$ cat src/rtl/fwd_chain_pkg.sv
// fwd_chain_pkg
// Shared constants and helpers for the forwarding chain.
//   MAX_NCH   - largest supported channel count
//   MAX_DEPTH - largest supported number of register slices per hop
//   ERR_CH_W  - width of the err_ch channel index
//   slices()  - total register slices in one channel (three hops)
package fwd_chain_pkg;

  localparam int MAX_NCH   = 8;
  localparam int MAX_DEPTH = 4;
  localparam int ERR_CH_W  = 3;

  function automatic int slices(input int depth);
    return 3 * depth;
  endfunction

endpackage

$ cat src/rtl/fwd_slice.sv
// fwd_slice
// One valid/ready register slice holding a single word.
// Ports:
//   clk, rst   - clock and synchronous active-high reset
//   in_data    - upstream data
//   in_valid   - upstream valid
//   out_ready  - downstream ready
//   out_data   - registered data presented downstream
//   out_valid  - slice is full
// The upstream ready of this slice is (!full || out_ready). The parent
// computes that term itself as a look-ahead across the whole chain, so
// the slice does not export it.
module fwd_slice
  import fwd_chain_pkg::*;
#(
  parameter int WIDTH = 8
) (
  input  logic             clk,
  input  logic             rst,
  input  logic [WIDTH-1:0] in_data,
  input  logic             in_valid,
  input  logic             out_ready,
  output logic [WIDTH-1:0] out_data,
  output logic             out_valid
);

  logic             full_q, full_d;
  logic [WIDTH-1:0] data_q, data_d;
  logic             load;

  assign load = !full_q || out_ready;

  // When the slice may load, its fullness simply follows the upstream
  // valid; data only changes on a real transfer so it stays stable
  // while held and keeps its last value once drained.
  always_comb begin
    full_d = full_q;
    data_d = data_q;
    if (load) begin
      full_d = in_valid;
      if (in_valid) begin
        data_d = in_data;
      end
    end
  end

  always_ff @(posedge clk) begin
    if (rst) begin
      full_q <= 1'b0;
      data_q <= '0;
    end else begin
      full_q <= full_d;
      data_q <= data_d;
    end
  end

  assign out_data  = data_q;
  assign out_valid = full_q;

endmodule

$ cat src/rtl/fwd_chain.sv
// fwd_chain
// NCH independent elastic pipelines, each three hops of DEPTH slices,
// with a per-channel scoreboard that checks words exit unmodified and
// in order.
// Ports:
//   clk, rst          - clock and synchronous active-high reset
//   x, x_valid/x_ready - per-channel source (channel c at c*WIDTH)
//   y, y_valid/y_ready - per-channel sink
//   foo, bar          - data registers at the end of hop 1 and hop 2
//   err               - sticky scoreboard error
//   err_ch            - channel of the first error (lowest index on ties)
module fwd_chain
  import fwd_chain_pkg::*;
#(
  parameter int WIDTH = 8,
  parameter int NCH   = 2,
  parameter int DEPTH = 1
) (
  input  logic                 clk,
  input  logic                 rst,
  input  logic [NCH*WIDTH-1:0] x,
  input  logic [NCH-1:0]       x_valid,
  output logic [NCH-1:0]       x_ready,
  output logic [NCH*WIDTH-1:0] y,
  output logic [NCH-1:0]       y_valid,
  input  logic [NCH-1:0]       y_ready,
  output logic [NCH*WIDTH-1:0] foo,
  output logic [NCH*WIDTH-1:0] bar,
  output logic                 err,
  output logic [ERR_CH_W-1:0]  err_ch
);

  localparam int S  = slices(DEPTH);
  localparam int PW = (S > 1) ? $clog2(S) : 1;
  localparam int CW = $clog2(S + 1);

  logic [WIDTH-1:0]     tail_data [NCH];
  logic [WIDTH-1:0]     hop1_data [NCH];
  logic [WIDTH-1:0]     hop2_data [NCH];
  logic [NCH*WIDTH-1:0] y_raw, foo_raw, bar_raw;
  logic [NCH-1:0]       x_ready_raw, y_valid_raw, ch_err;

  logic                err_q, err_d;
  logic [ERR_CH_W-1:0] err_ch_q, err_ch_d, first_ch;

  for (genvar c = 0; c < NCH; c++) begin : g_ch
    logic [WIDTH-1:0] dat [S+1];
    logic [S:0]       vld;
    logic [S:0]       rdy;

    assign dat[0] = x[c*WIDTH +: WIDTH];
    assign vld[0] = x_valid[c];
    assign rdy[S] = y_ready[c];

    // Ready into slice k is true when the sink is ready or any slice from
    // k onward has a hole. Built from the full flags directly so there is
    // no combinational ripple through the chain.
    for (genvar k = 0; k < S; k++) begin : g_rdy
      assign rdy[k] = y_ready[c] | ~(&vld[S:k+1]);
    end

    for (genvar s = 0; s < S; s++) begin : g_sl
      fwd_slice #(.WIDTH(WIDTH)) u_slice (
        .clk      (clk),
        .rst      (rst),
        .in_data  (dat[s]),
        .in_valid (vld[s]),
        .out_ready(rdy[s+1]),
        .out_data (dat[s+1]),
        .out_valid(vld[s+1])
      );
    end

    assign x_ready_raw[c] = rdy[0];
    assign y_valid_raw[c] = vld[S];
    assign tail_data[c]   = dat[S];
    assign hop1_data[c]   = dat[DEPTH];
    assign hop2_data[c]   = dat[2*DEPTH];

    logic [WIDTH-1:0] sb_mem_q [S];
    logic [WIDTH-1:0] sb_mem_d [S];
    logic [PW-1:0]    sb_wr_q, sb_wr_d, sb_rd_q, sb_rd_d;
    logic [CW-1:0]    sb_cnt_q, sb_cnt_d;
    logic             push, pop, push_ok, pop_ok, sb_empty, sb_full;

    assign push     = x_valid[c] & x_ready[c];
    assign pop      = y_valid[c] & y_ready[c];
    assign sb_empty = (sb_cnt_q == '0);
    assign sb_full  = (sb_cnt_q == CW'(S));
    assign push_ok  = push & (~sb_full | pop);
    assign pop_ok   = pop & ~sb_empty;

    // An exit with nothing recorded, an exit that differs from the oldest
    // recorded word, or an entry with no room are all consistency errors.
    assign ch_err[c] = (pop & (sb_empty | (sb_mem_q[sb_rd_q] != y_raw[c*WIDTH +: WIDTH])))
                     | (push & sb_full & ~pop);

    // Circular scoreboard; pointers wrap at S, which need not be a power
    // of two.
    always_comb begin
      sb_mem_d = sb_mem_q;
      sb_wr_d  = sb_wr_q;
      sb_rd_d  = sb_rd_q;
      sb_cnt_d = sb_cnt_q;
      if (push_ok) begin
        sb_mem_d[sb_wr_q] = x[c*WIDTH +: WIDTH];
        sb_wr_d = (sb_wr_q == PW'(S - 1)) ? '0 : sb_wr_q + 1'b1;
      end
      if (pop_ok) begin
        sb_rd_d = (sb_rd_q == PW'(S - 1)) ? '0 : sb_rd_q + 1'b1;
      end
      if (push_ok && !pop_ok) begin
        sb_cnt_d = sb_cnt_q + 1'b1;
      end else if (!push_ok && pop_ok) begin
        sb_cnt_d = sb_cnt_q - 1'b1;
      end
    end

    always_ff @(posedge clk) begin
      if (rst) begin
        sb_mem_q <= '{default: '0};
        sb_wr_q  <= '0;
        sb_rd_q  <= '0;
        sb_cnt_q <= '0;
      end else begin
        sb_mem_q <= sb_mem_d;
        sb_wr_q  <= sb_wr_d;
        sb_rd_q  <= sb_rd_d;
        sb_cnt_q <= sb_cnt_d;
      end
    end
  end

  always_comb begin
    y_raw   = '0;
    foo_raw = '0;
    bar_raw = '0;
    for (int i = 0; i < NCH; i++) begin
      y_raw[i*WIDTH +: WIDTH]   = tail_data[i];
      foo_raw[i*WIDTH +: WIDTH] = hop1_data[i];
      bar_raw[i*WIDTH +: WIDTH] = hop2_data[i];
    end
  end

  // Scanning downward leaves the lowest failing channel in first_ch.
  // err_ch only latches on the cycle err first rises.
  always_comb begin
    first_ch = '0;
    for (int i = NCH - 1; i >= 0; i--) begin
      if (ch_err[i]) begin
        first_ch = ERR_CH_W'(i);
      end
    end
    err_d    = err_q | (|ch_err);
    err_ch_d = err_ch_q;
    if (!err_q && (|ch_err)) begin
      err_ch_d = first_ch;
    end
  end

  always_ff @(posedge clk) begin
    if (rst) begin
      err_q    <= 1'b0;
      err_ch_q <= '0;
    end else begin
      err_q    <= err_d;
      err_ch_q <= err_ch_d;
    end
  end

  // Outputs are forced quiet while reset is held, including the first
  // reset cycle before the registers have cleared.
  assign x_ready = x_ready_raw & {NCH{~rst}};
  assign y_valid = y_valid_raw & {NCH{~rst}};
  assign y       = rst ? '0 : y_raw;
  assign foo     = rst ? '0 : foo_raw;
  assign bar     = rst ? '0 : bar_raw;
  assign err     = err_q & ~rst;
  assign err_ch  = rst ? '0 : err_ch_q;

endmodule

$ cat config.mk
export PLATFORM = sky130hd
export DESIGN_NAME = fwd_chain
export DESIGN_NICKNAME = d
export VERILOG_FILES = /design/src/rtl/fwd_chain_pkg.sv /design/src/rtl/fwd_slice.sv /design/src/rtl/fwd_chain.sv
export SDC_FILE = /design/constraint.sdc
export NUM_CORES = 1
export LEC_CHECK = 0
export CORE_ASPECT_RATIO = 1.5
export CORE_MARGIN = 3
export CORE_UTILIZATION = 49
export DETAILED_ROUTE_END_ITERATION = 16
export MAX_ROUTING_LAYER = met4
export PLACE_DENSITY = 0.77
export SYNTH_ARGS = -nofsm -noshare
export SYNTH_HDL_FRONTEND = slang
export SYNTH_SLANG_ARGS = --single-unit
$ cat constraint.sdc
create_clock -name clk -period 2.22 [get_ports clk]
set_input_delay 0.666 -clock clk [delete_from_list [all_inputs] [get_ports clk]]
set_output_delay 0.666 -clock clk [all_outputs]
set_load 0.01 [all_outputs]
==> results of run 1 <==
[worst max-delay path by stage]
stage                        endpoint
final                     err_ch_q[0]
after global routing      err_ch_q[0]
after CTS                  x_ready[1]
after detailed placement   x_ready[1]
after global placement     x_ready[1]
after floorplan           err_ch_q[0]
[area by class of cell]
type	count	share of cell area [%]
Inverter	17	0.917
Multi-Input combinational cell	443	38.7
Tap cell	141	2.54
Clock inverter	14	2.52
Sequential cell	116	33.4
Timing Repair Buffer	125	15.6
Clock buffer	18	6.31
[synth_stat cells, types with 2 or more instances]
cell type,number,area share (%)
sky130_fd_sc_hd__nand2_1,45,3.2
sky130_fd_sc_hd__a21oi_1,45,4.3
sky130_fd_sc_hd__buf_2,9,0.86
sky130_fd_sc_hd__and3_1,2,0.24
sky130_fd_sc_hd__nand3b_1,8,1.1
sky130_fd_sc_hd__a21boi_0,2,0.29
sky130_fd_sc_hd__nor3b_1,5,0.71
sky130_fd_sc_hd__ha_1,2,0.48
sky130_fd_sc_hd__dfxtp_1,116,44
sky130_fd_sc_hd__o21ai_0,14,1.3
sky130_fd_sc_hd__nand2b_1,6,0.71
sky130_fd_sc_hd__nand3_1,36,3.4
sky130_fd_sc_hd__nand4_1,2,0.24
sky130_fd_sc_hd__inv_1,17,1.2
sky130_fd_sc_hd__buf_1,3,0.21
sky130_fd_sc_hd__a211oi_1,13,1.9
sky130_fd_sc_hd__xnor2_1,15,2.5
sky130_fd_sc_hd__mux2i_1,68,13
sky130_fd_sc_hd__a31oi_1,2,0.24
sky130_fd_sc_hd__buf_4,3,0.43
sky130_fd_sc_hd__or3_1,2,0.24
sky130_fd_sc_hd__nor2_1,102,7.3
sky130_fd_sc_hd__o2bb2ai_1,2,0.33
sky130_fd_sc_hd__nor3_1,5,0.48
sky130_fd_sc_hd__xor2_1,4,0.67
sky130_fd_sc_hd__nor2b_1,44,5.2
sky130_fd_sc_hd__clkbuf_1,28,2.0
sky130_fd_sc_hd__o211ai_1,3,0.43
[cell families (layout without fill, tap and decap cells)]
logic type	count (synthesis)	count (layout)
DFF	116	116
AOI/OAI and AO/OA	90	90
buffers and inverters	61	174
muxes	68	68
other	1	2
adders and majority gates	2	2
and+or+nand+nor	262	262
xor gates and xnor gates	19	19
[critical path, delay by kind of cell, from the launching register on]
kind / cells / cell delay (ns)
flops: 1 / 0.38
compound gates: 4 / 0.74
buf+inv: 2 / 0.30
simple gates: 2 / 0.64
[layout by cell type (no fill, tap or decap), types with 8 or more instances in the layout]
master,instances
sky130_fd_sc_hd__dlygate4sd2_1,53
sky130_fd_sc_hd__xnor2_1,15
sky130_fd_sc_hd__nor2b_1,43
sky130_fd_sc_hd__inv_1,17
sky130_fd_sc_hd__clkdlybuf4s50_1,18
sky130_fd_sc_hd__nor2_1,102
sky130_fd_sc_hd__a21oi_1,45
sky130_fd_sc_hd__nand2_1,45
sky130_fd_sc_hd__a211oi_1,13
sky130_fd_sc_hd__o21ai_0,14
sky130_fd_sc_hd__dfxtp_1,114
sky130_fd_sc_hd__buf_4,48
sky130_fd_sc_hd__clkbuf_16,17
sky130_fd_sc_hd__mux2i_1,68
sky130_fd_sc_hd__nand3_1,36
sky130_fd_sc_hd__nand3b_1,8
[timing repair]
action / in CTS / in global routing
buffers inserted: 2 / 0
pin swaps: 0 / 1
setup endpoints to repair: 55 / 3
resized for setup: 64 / 3
cloned: 0 / 0
[flip-flops by register name, indices dropped and copies added (netlist names)]
register	count
g_ch.sb_cnt_q	4
g_ch.sb_wr_q	4
err_ch_q	1
err_q	1
g_ch.sb_rd_q	4
g_ch.g_sl.u_slice.out_data	48
g_ch.sb_mem_q	48
g_ch.g_sl.u_slice.out_valid	6
[where the power goes]
group          internal (W)  switching, W
sequential          0.00216     0.0000612
combinational      0.000220      0.000263
clock               0.00180      0.000990
[layer usage]
metal	GRT usage, %	share of wire, %	vias to the layer above
met2	44.3	54	148
met5	-	0	-
met3	6.54	5.1	43
met1	24.2	36	2239
met4	12.9	4.7	0
li1	-	-	2291
[through the flow]
| step | hold slack, ns | std cells | total power (W) |
|---|---|---|---|
| 2_1_floorplan | 0.444 | 620 | 0.00253 |
| 3_3_place_gp | 0.451 | 840 | 0.00274 |
| 3_5_place_dp | 0.465 | 840 | 0.00276 |
| 4_1_cts | 0.473 | 874 | 0.00553 |
| 5_1_grt | 0.493 | 874 | 0.00571 |
| 6_report | 0.471 | 874 | 0.00549 |
==> results summary, run 1 <==
The worst setup path is captured at a flop. The area growth from synthesis to layout is 32.5%. The count of flip-flops with a built-in enable after synthesis is 0. The launch point of the worst reg-to-reg path is g_ch[1].sb_rd_q[1].

The maximum clock frequency came out at 459 MHz. The required time at the worst-slack endpoint is 2.52 ns. The total detailed-routing wirelength is 14000 um.

The H-tree level count is 4. The core region is 0.0103 mm^2. The initial antenna violation count was 0. The terminus of the critical flop-to-flop path is err_ch_q[0]. The footprint of the flip-flops and latches is roughly 0.0023 mm^2. The remaining global-route overflow is 0. The maximum clock insertion buffer count is 2. Among all flip-flop cells after synthesis, the most frequent one is sky130_fd_sc_hd__dfxtp_1. The post-synthesis area per instance is 8.49 um^2. The half-perimeter wire length after placement is 10300 um.

The CTS tree is built. The biggest fanout along the worst timing path is 10. The via count of the first global-routing pass is 4678. Setup repair after global routing could not meet its margin everywhere. The number of warning messages in the yosys log is 0. Across all register-to-register paths, the minimum setup slack is 0.04 ns. The largest family of logic cells by synthesized area is simple AND/OR/NAND/NOR gates.

For the final database, setup skew stands at ~0.0068 ns. The tightest min-delay check is of the reg -> reg type. Across all setup checks in the final design, the least slack found is 0.0422 ns. The floorplan row count came out at between 40 and 50. The detailed-route vias per instance is 5.40.

The final-report setup violation count came out at 0. The critical path starts at g_ch[1].sb_rd_q[1]. The quantity of I/O buffers inserted on ports is 75. The area of the mapped netlist came out at 0.00525 mm^2. The worst vdd rail ir drop came out at 0.000559 V. The repair_antennas step left the layout with diodes totalling 0. The startpoint type of the worst setup path is a flop. The minimum setup slack after placement is -0.530 ns.

In this run the remaining antenna-violating nets after routing total 0. The number of max-capacitance violations reported is 0. The share of flip-flops with an asynchronous set or reset after synthesis is 0%. For the worst-skew pair, the clock arrives at the later sink with an insertion delay of 0.41 ns.

The clock-pin slew reported for the worst setup and hold paths after clock tree synthesis is approximately 0.050 ns. The clock buffer count from CTS is 17. The adder-cell share of the synthesized area is 0.476%.

The detailed-router iteration count before antenna repair came out at 5. The top-level port count came out at 78. For this block, the via count after detailed routing is between 4000 and 5000.

The worst-case reg-to-reg path depth is 8. By instance count, the cell type seen most on the critical path is sky130_fd_sc_hd__buf_4. The area taken by multi-input logic gates came out at 0.00269 mm^2. The maximum number of pins on one net before global-route repair is 38. The synthesized netlist devotes 3.17% of its cell area to XOR and XNOR gates. The cell count after synthesis came out at ~620.

The critical path is of the reg -> reg type. The final design instance area without fill is 0.00696 mm^2. For this design, the sink count on the clock tree is 116.

The number of slew-limit violations in the final report came out at 0. Summed over all failing endpoints, the final setup total negative slack is 0 ns. CTS placed an instance of sky130_fd_sc_hd__clkbuf_16 at the clock tree root. After clock tree synthesis, the flow added hold-fix buffers numbering 0. In the routed design, unresolved DRC markers number 0. The static leakage came out at 2.87 nW. The final critical path takes up just under 100% of the cycle. The final critical-path required period came out at 2.18 ns. The cell count of the worst hold path is 2. The number of DRC violations after detailed-routing iteration 0 is 211. The synthesized netlist contains 44 unique library cells. The first global-routing pass estimated 22900 um of wire. The power per cell area is just under 800 mW/mm^2. The die extent in y is 133 um.

The flow ran to the end, and the final reports show no timing, DRC or antenna violations. Once placement finished, the instance area stood at 0.00639 mm^2. Synthesis inferred 116 register bits. The per-cell routed wire length is between 15 and 20 um.

The global router's overall resource usage came out at roughly a quarter. Summing the areas of all compound-gate instances in the mapped netlist gives 10.3% of the synthesized area. The initial cell density of the core is 51.0%. The number of filler instances in the final layout is roughly 870. From left edge to right edge, the die measures 90.5 um. Once layout is complete, the utilization of the core stands at 67.5%.

Of the post-synthesis cell area, the part taken by muxes is 13.0%. The final RePlAce weighted congestion is 0.877. The beginning of the worst hold path is g_ch[1].g_sl[1].u_slice.out_data[7]. The sequential share of the synthesized area is 44.2%. The hold-critical path endpoint is g_ch[1].g_sl[1].u_slice.out_data[7].

The area enclosed by the die boundary came out at 0.0120 mm^2. For this run, the slowest stage of the critical path takes 0.50 ns. For this design, the slowest cell found on the critical path is sky130_fd_sc_hd__or4_1. The data arrival time at the worst-slack endpoint came out at 2.48 ns.

Walking the worst path, the cells encountered are buf_4 > buf_4 > nand2b_1 > a21boi_0 > o32ai_1 > or4_1 > o211a_1 > o221a_1. The ratio of cells with drive above 1 in the final layout is between 10% and 20%. The fraction of the mapped netlist area in simple logic gates is 23.8%. The final hold violation count is 0.

At the end of the flow, the number of nets in the layout was 744.
Note: power is estimated with default switching activity, not from simulation.
==> run 2: changes to the inputs <==
clock period = 1.77 ns   (was 2.22 ns; I/O delays follow)
==> results summary, run 2 (synthesized netlist as in run 1, its figures left out) <==
The worst vdd rail ir drop is 0.000728 V (was 0.000559 V). The ratio of cells with drive above 1 in the final layout came to 27.7% (was 12.6%). The number of buffer and inverter stages on the critical path is 1 (was 2). The biggest fanout along the worst timing path is 6 (was 10). The clock latency reported for the late side of the worst-skew pair was 0.42 ns (was 0.41 ns). The final-report setup violation count came out at 6 (was 0). The global-route wire length before repair came out at 24700 um (was 22900 um). The H-tree level count is 4 (unchanged). The detailed-router iteration count before antenna repair is 5 (unchanged). The initial cell density of the core is 51.0% (unchanged). The maximum clock insertion buffer count came out at 2 (unchanged). The detailed-route vias per instance came out at 5.54 (was 5.40). The critical path capture point is err_ch_q[0] (unchanged). The total detailed-routing wirelength was 16200 um (was 14000 um). The width of the die came out at 90.5 um (unchanged).

Result of the run: finished with violations (was completed). The net total in the final layout is 782 (was 744). The number of standard cells in the final layout excluding fillers came out at 911 (was 874). The critical path's slowest cell was sky130_fd_sc_hd__or4_4 (was sky130_fd_sc_hd__or4_1). The half-perimeter wire length after placement was 10700 um (was 10300 um).

The static leakage is 2.99 nW (was 2.87 nW). The clock network power share was 50.9% (was 50.8%). The cell internal power dissipation is 0.00554 W (was 0.00418 W). The kind of critical path is reg -> reg (unchanged). The number of clock sinks came to 116 (unchanged).

The startpoint type of the worst setup path is a flop (unchanged). The quantity of I/O buffers inserted on ports came out at 75 (unchanged). The switching part of the total power is 23.0% (was 23.9%). The cell type group with the largest total delay on the critical path was compound AO/OA/AOI/OAI gates (unchanged).

The path length in cells of the critical path came out at 7 (was 8). The per-cell routed wire length came out at 17.7 um (was 16.1 um). The worst clock skew on the final layout came out at 0.00460 ns (was 0.00679 ns). The cell area after placement came to 0.00661 mm^2 (was 0.00639 mm^2). The final design instance area without fill is 0.00753 mm^2 (was 0.00696 mm^2). The power share of the combinational group came out at 10.4% (was 8.8%). The switching power summed over all nets is 0.00165 W (was 0.00131 W).

The via count of the routed design is 5048 (was 4721). The worst-case reg-to-reg path depth came out at 7 (was 8). The required time at the worst-slack endpoint is 2.08 ns (was 2.52 ns). The setup slack after layout is -0.289 ns (was 0.0422 ns). The clock buffer count from CTS came to 17 (unchanged).

The area inside the core boundary came to 0.0103 mm^2 (unchanged). The worst stage delay on the critical path is 0.43 ns (was 0.50 ns). The terminus of the critical flop-to-flop path is err_ch_q[0] (unchanged). Setup repair after global routing missed its margin: yes (unchanged). The worst setup path startpoint was g_ch[1].sb_rd_q[1] (unchanged).

The number of design rule violations left after detail routing is 0 (unchanged). The maximum clock frequency is 486 MHz (was 459 MHz). Commonest cells after routing, fill and taps aside: sky130_fd_sc_hd__dfxtp_1, sky130_fd_sc_hd__nor2_1, sky130_fd_sc_hd__buf_4 (was sky130_fd_sc_hd__dfxtp_1, sky130_fd_sc_hd__nor2_1, sky130_fd_sc_hd__mux2i_1). The area taken by multi-input logic gates came out at 0.00291 mm^2 (was 0.00269 mm^2). The launch point of the worst reg-to-reg path is g_ch[1].sb_rd_q[1] (unchanged).

The final hold violation count came out at 0 (unchanged). The setup slack of the worst register-to-register path is -0.29 ns (was 0.04 ns). The count of inserted antenna diode cells came out at 0 (unchanged).

The part of the power in registers came to 38.7% (was 40.4%). The clock-pin slew reported for the worst setup and hold paths after clock tree synthesis was 0.05 ns (about the same). The residual antenna-violating net count after detailed routing came to 0 (unchanged).

The number of max-capacitance violations reported came out at 0 (unchanged). The die extent in y is 133 um (unchanged). The floorplan row count is 45 (unchanged). The minimum setup slack after placement came out at -0.766 ns (was -0.530 ns).

The remaining global-route overflow came out at 0 (unchanged). The worst-case hold slack came out at 0.389 ns (was 0.471 ns). The class of the most critical hold timing path is in -> reg (was reg -> reg). The data arrival time at the worst-slack endpoint is 2.37 ns (was 2.48 ns). The power per cell area came to 956 mW/mm^2 (was 789 mW/mm^2). The maximum number of pins on one net before global-route repair is 26 (was 38). The number of filler instances in the final layout is 710 (was 871). The area enclosed by the die boundary came out at 0.0120 mm^2 (unchanged). The CTS tree is built (unchanged). The post-route clock period utilization is 116% (was 98.1%).

The area overhead of the layout relative to synthesis is 43.3% (was 32.5%). The hold-fix buffer count after cts is 0 (unchanged). The top-level port count was 78 (unchanged). The footprint of the flip-flops and latches came out at 0.00234 mm^2 (was 0.00233 mm^2). The nature of the critical path endpoint is a flop (unchanged). The number of slew-limit violations in the final report came out at 0 (unchanged).

The global router's overall resource usage is 26.9% (was 24.7%). The initial antenna violation count came out at 0 (unchanged). Worst path cell trace: buf_6 > nand2b_1 > a21boi_1 > o221ai_2 > or4_4 > o211a_1 > o221a_1 (was buf_4 > buf_4 > nand2b_1 > a21boi_0 > o32ai_1 > or4_1 > o211a_1 > o221a_1). The buffer cell driving the clock tree root is sky130_fd_sc_hd__clkbuf_16 (unchanged). The via count of the first global-routing pass came out at 5171 (was 4678). The final RePlAce weighted congestion is 0.922 (was 0.877). The number of DRC violations after detailed-routing iteration 0 is 260 (was 211). The final critical-path required period is 2.06 ns (was 2.18 ns).

The most common cell after layout, fill and taps aside is sky130_fd_sc_hd__dfxtp_1 (unchanged). The count of placed standard cells including taps came to 865 (was 840). The checks that failed: negative setup slack.
[run 2: cell count changes in the layout (fill, tap and decap cells not counted), moves of 9 or more]
cell / previous run / this run
sky130_fd_sc_hd__dlygate4sd2_1: 53 / 5
sky130_fd_sc_hd__buf_4: 48 / 72
sky130_fd_sc_hd__clkbuf_2: 0 / 22
sky130_fd_sc_hd__clkdlybuf4s15_1: 0 / 17
sky130_fd_sc_hd__buf_6: 0 / 10
sky130_fd_sc_hd__dfxtp_1: 114 / 104
sky130_fd_sc_hd__dfxtp_2: 1 / 10
[run 2: cell type report]
class                           instances  share of cell area (%)
Multi-Input combinational cell        443                    38.7
Sequential cell                       116                    31.1
Timing Repair Buffer                  163                    18.6
Clock buffer                           21                    6.38
Tap cell                              141                    2.34
Clock inverter                         10                    2.03
Inverter                               17                   0.848
[run 2: worst min-delay path by stage]
stage | startpoint | end | slack (ns) | cells after the start
3_3_place_gp | g_ch[1].g_sl[0].u_slice.out_data[5] | g_ch[1].g_sl[0].u_slice.out_data[5] | 0.46 | 2
6_report | rst | g_ch[1].sb_rd_q[1] | 0.39 | 2
5_1_grt | rst | g_ch[1].sb_rd_q[1] | 0.39 | 2
3_5_place_dp | g_ch[1].g_sl[0].u_slice.out_data[6] | g_ch[1].g_sl[0].u_slice.out_data[6] | 0.46 | 2
2_1_floorplan | g_ch[0].g_sl[1].u_slice.out_data[5] | g_ch[0].g_sl[1].u_slice.out_data[5] | 0.44 | 2
4_1_cts | rst | g_ch[1].sb_rd_q[1] | 0.38 | 2
[run 2: metal layers]
metal  GRT usage [%]  part of all wire (%)  vias up
met2            47.8                    55      215
met1            25.7                    35     2406
li1                -                     -     2364
met5               -                     0        -
met4            18.5                   5.2        0
met3            5.57                   4.8       63
[run 2: power groups by stage]
stage | Sequential [W] | Combinational [W] | Clock (W)
6_report | 0.00279 | 0.000749 | 0.00366
5_1_grt | 0.00279 | 0.000802 | 0.00381
4_1_cts | 0.00278 | 0.000693 | 0.00369
3_5_place_dp | 0.00283 | 0.000677 | 0
3_3_place_gp | 0.00282 | 0.000656 | 0
2_1_floorplan | 0.00281 | 0.000378 | 0
[run 2: worst reg2reg max path, stage by stage, from the launching register on]
cell and delay (ns):
sky130_fd_sc_hd__dfxtp_4 0.39, sky130_fd_sc_hd__buf_6 0.15, sky130_fd_sc_hd__nand2b_1 0.15, sky130_fd_sc_hd__a21boi_1 0.25, sky130_fd_sc_hd__o221ai_2 0.16, sky130_fd_sc_hd__or4_4 0.43, sky130_fd_sc_hd__o211a_1 0.22, sky130_fd_sc_hd__o221a_1 0.20
[run 2: what timing repair did]
action                     4_1_cts  5_1_grt
setup endpoints to repair      109       77
buffers inserted                 6        7
pin swaps                        6       13
gates cloned                     1        1
gates resized for setup        144      101
[run 2: stage by stage]
stage               power [W]  setup TNS (ns)  util [%]
global route          0.00740          -0.849      73.1
CTS                   0.00716          -0.529      71.6
finish                0.00720          -0.565      73.1
global placement      0.00348          -52.10      64.1
floorplan             0.00319           -2.89         -
detailed placement    0.00351          -61.42      64.1
==> run 3: changes to the inputs <==
CORE_UTILIZATION = 40   (was 49)
PLACE_DENSITY = 0.65   (was 0.77)
==> results summary, run 3 (synthesized netlist as in run 1, its figures left out) <==
The nature of the critical path endpoint is a flop (unchanged). The initial cell density of the core was 41.6% (was 51.0%). The terminus of the critical flop-to-flop path is err_ch_q[0] (unchanged).

The kind of critical path is reg -> reg (unchanged). The global router's overall resource usage came to 21.9% (was 26.9%). The final critical-path required period came out at 2.05 ns (was 2.06 ns). The setup slack after layout came to -0.275 ns (was -0.289 ns). The startpoint type of the worst setup path is a flop (unchanged).

The via count of the first global-routing pass was 4898 (was 5171). The biggest fanout along the worst timing path came out at 5 (was 6). The total detailed-routing wirelength is 15400 um (was 16200 um). The final-report setup violation count came out at 8 (was 6). The per-cell routed wire length came out at 16.7 um (was 17.7 um). The final design instance area without fill was 0.00748 mm^2 (was 0.00753 mm^2). The worst setup path startpoint was g_ch[1].sb_rd_q[1] (unchanged).

Setup repair after global routing missed its margin: yes (unchanged). The clock-pin slew reported for the worst setup and hold paths after clock tree synthesis came out at 0.05 ns (about the same). The floorplan row count came out at 50 (was 45). The beginning of the worst hold path is rst (unchanged).

The maximum clock frequency is 489 MHz (was 486 MHz). The CTS tree is built (unchanged). Violated checks: negative setup slack (unchanged). The clock latency reported for the late side of the worst-skew pair came out at 0.41 ns (was 0.42 ns).

The H-tree level count came to 4 (unchanged). The required time at the worst-slack endpoint came out at 2.07 ns (was 2.08 ns). The class of the most critical hold timing path was in -> reg (unchanged). The hold-critical path endpoint is g_ch[0].sb_wr_q[0] (was g_ch[1].sb_rd_q[1]).

The minimum setup slack after placement came out at -0.740 ns (was -0.766 ns). The count of inserted antenna diode cells came out at 0 (unchanged). The detailed-router iteration count before antenna repair is 4 (was 5). The worst clock skew on the final layout is 0.0125 ns (was 0.00460 ns). The number of design rule violations left after detail routing is 0 (unchanged). The overall power of the completed layout is 0.00695 W (was 0.00720 W). The width of the die is 99.6 um (was 90.5 um). The area overhead of the layout relative to synthesis is 42.3% (was 43.3%). The number of DRC violations after detailed-routing iteration 0 came to 118 (was 260). The maximum clock insertion buffer count is 2 (unchanged). The number of slew-limit violations in the final report came to 0 (unchanged).

The worst-case hold slack is 0.386 ns (was 0.389 ns). The number of standard cells in the final layout excluding fillers came out at 922 (was 911). The cell count of the worst hold path is 2 (unchanged). The half-perimeter wire length after placement came out at 10800 um (was 10700 um).

Result of the run: finished with violations (unchanged). The post-route clock period utilization came out at 116% (about the same). The area inside the core boundary is 0.0126 mm^2 (was 0.0103 mm^2).

The final RePlAce weighted congestion came out at 0.895 (was 0.922). The number of clock sinks is 116 (unchanged). The worst vdd rail ir drop is 0.000580 V (was 0.000728 V). The die extent in y came out at 146 um (was 133 um). The worst-case reg-to-reg path depth came out at 7 (unchanged). The most common cell after layout, fill and taps aside is sky130_fd_sc_hd__dfxtp_1 (unchanged).

The data arrival time at the worst-slack endpoint came out at 2.35 ns (was 2.37 ns). The clock buffer count from CTS is 17 (unchanged). Commonest cells after routing, fill and taps aside: sky130_fd_sc_hd__dfxtp_1, sky130_fd_sc_hd__nor2_1, sky130_fd_sc_hd__buf_4 (unchanged).

The initial antenna violation count is 0 (unchanged). The launch point of the worst reg-to-reg path was g_ch[1].sb_rd_q[1] (unchanged). The power per cell area is 930 mW/mm^2 (was 956 mW/mm^2). The number of max-capacitance violations reported came out at 0 (unchanged). The via count of the routed design came out at 4804 (was 5048). The top-level port count came out at 78 (unchanged). The final hold violation count came out at 0 (unchanged). The cell area after placement is 0.00661 mm^2 (about the same). The detailed-route vias per instance was 5.21 (was 5.54). The count of placed standard cells including taps is 876 (was 865). The ratio of cells with drive above 1 in the final layout came to 26.2% (was 27.7%). The static leakage was 2.97 nW (was 2.99 nW). The buffer cell driving the clock tree root is sky130_fd_sc_hd__clkbuf_16 (unchanged). The remaining global-route overflow is 0 (unchanged). The area enclosed by the die boundary came to 0.0146 mm^2 (was 0.0120 mm^2). The setup slack of the worst register-to-register path is -0.28 ns (was -0.29 ns). The global-route wire length before repair came out at 24400 um (was 24700 um). The maximum number of pins on one net before global-route repair is 21 (was 26). The quantity of I/O buffers inserted on ports is 75 (unchanged). The net total in the final layout came out at 777 (was 782).

The residual antenna-violating net count after detailed routing came out at 0 (unchanged).
-- run 3: cell types whose count changed in the layout (fill, tap and decap cells not counted), sizes merged --
cell           change
clkbuf             +1
dlygate4sd2        +8
bufinv             -1
buf                -5
clkinv             -1
bufbuf             +1
clkdlybuf4s15      -7
-- run 3: critical path, stage by stage, from the launching register on --
cell and delay (ns):
sky130_fd_sc_hd__dfxtp_4 0.36, sky130_fd_sc_hd__buf_12 0.13, sky130_fd_sc_hd__mux2i_4 0.25, sky130_fd_sc_hd__and2_1 0.16, sky130_fd_sc_hd__o32ai_1 0.07, sky130_fd_sc_hd__or4_1 0.53, sky130_fd_sc_hd__o211a_1 0.23, sky130_fd_sc_hd__o221a_1 0.19
-- run 3: report_power, final --
group          internal (W)  total, W  switching, W
registers           0.00271   0.00278     0.0000766
logic              0.000345  0.000718      0.000374
clock network       0.00229   0.00345       0.00116
total               0.00534   0.00695       0.00161
-- run 3: worst max path at each step --
stage	endpoint	slack (ns)
floorplan	g_ch[0].sb_cnt_q[1]	-0.21
global placement	x_ready[1]	-0.72
detailed placement	x_ready[1]	-0.74
CTS	err_ch_q[0]	-0.25
global route	err_ch_q[0]	-0.32
finish	err_ch_q[0]	-0.28
-- run 3: final cells by class --
class | count | area, um^2
clock buffer | 24 | 472
timing repair buffer | 158 | 1370
tap | 156 | 195
sequential | 116 | 2340
multi-input combinational | 443 | 2910
fill | 1090 | 5160
clock inverter | 8 | 125
inverter | 17 | 63.8
-- run 3: per-layer routing --
layer | wire [um] | vias up | GRT usage (%)
met5 | 0 | - | -
met4 | 633 | 0 | 11.6
met3 | 574 | 39 | 3.39
met2 | 8350 | 142 | 39.2
met1 | 5880 | 2268 | 22.5
li1 | - | 2355 | -
-- run 3: timing repair --
item / CTS / global route
setup endpoints to repair: 109 / 72
hold buffers: 0 / 0
gates cloned: 3 / 1
pin swaps: 7 / 7
setup buffers: 7 / 3
resized for setup: 151 / 73
-- run 3: per-stage QoR --
step / setup TNS (ns) / utilization [%]
floorplan: -2.89 / -
global route: -1.71 / 59.2
finish: -0.509 / 59.2
detailed placement: -61.16 / 52.3
global placement: -54.82 / 52.3
CTS: -0.592 / 58.9
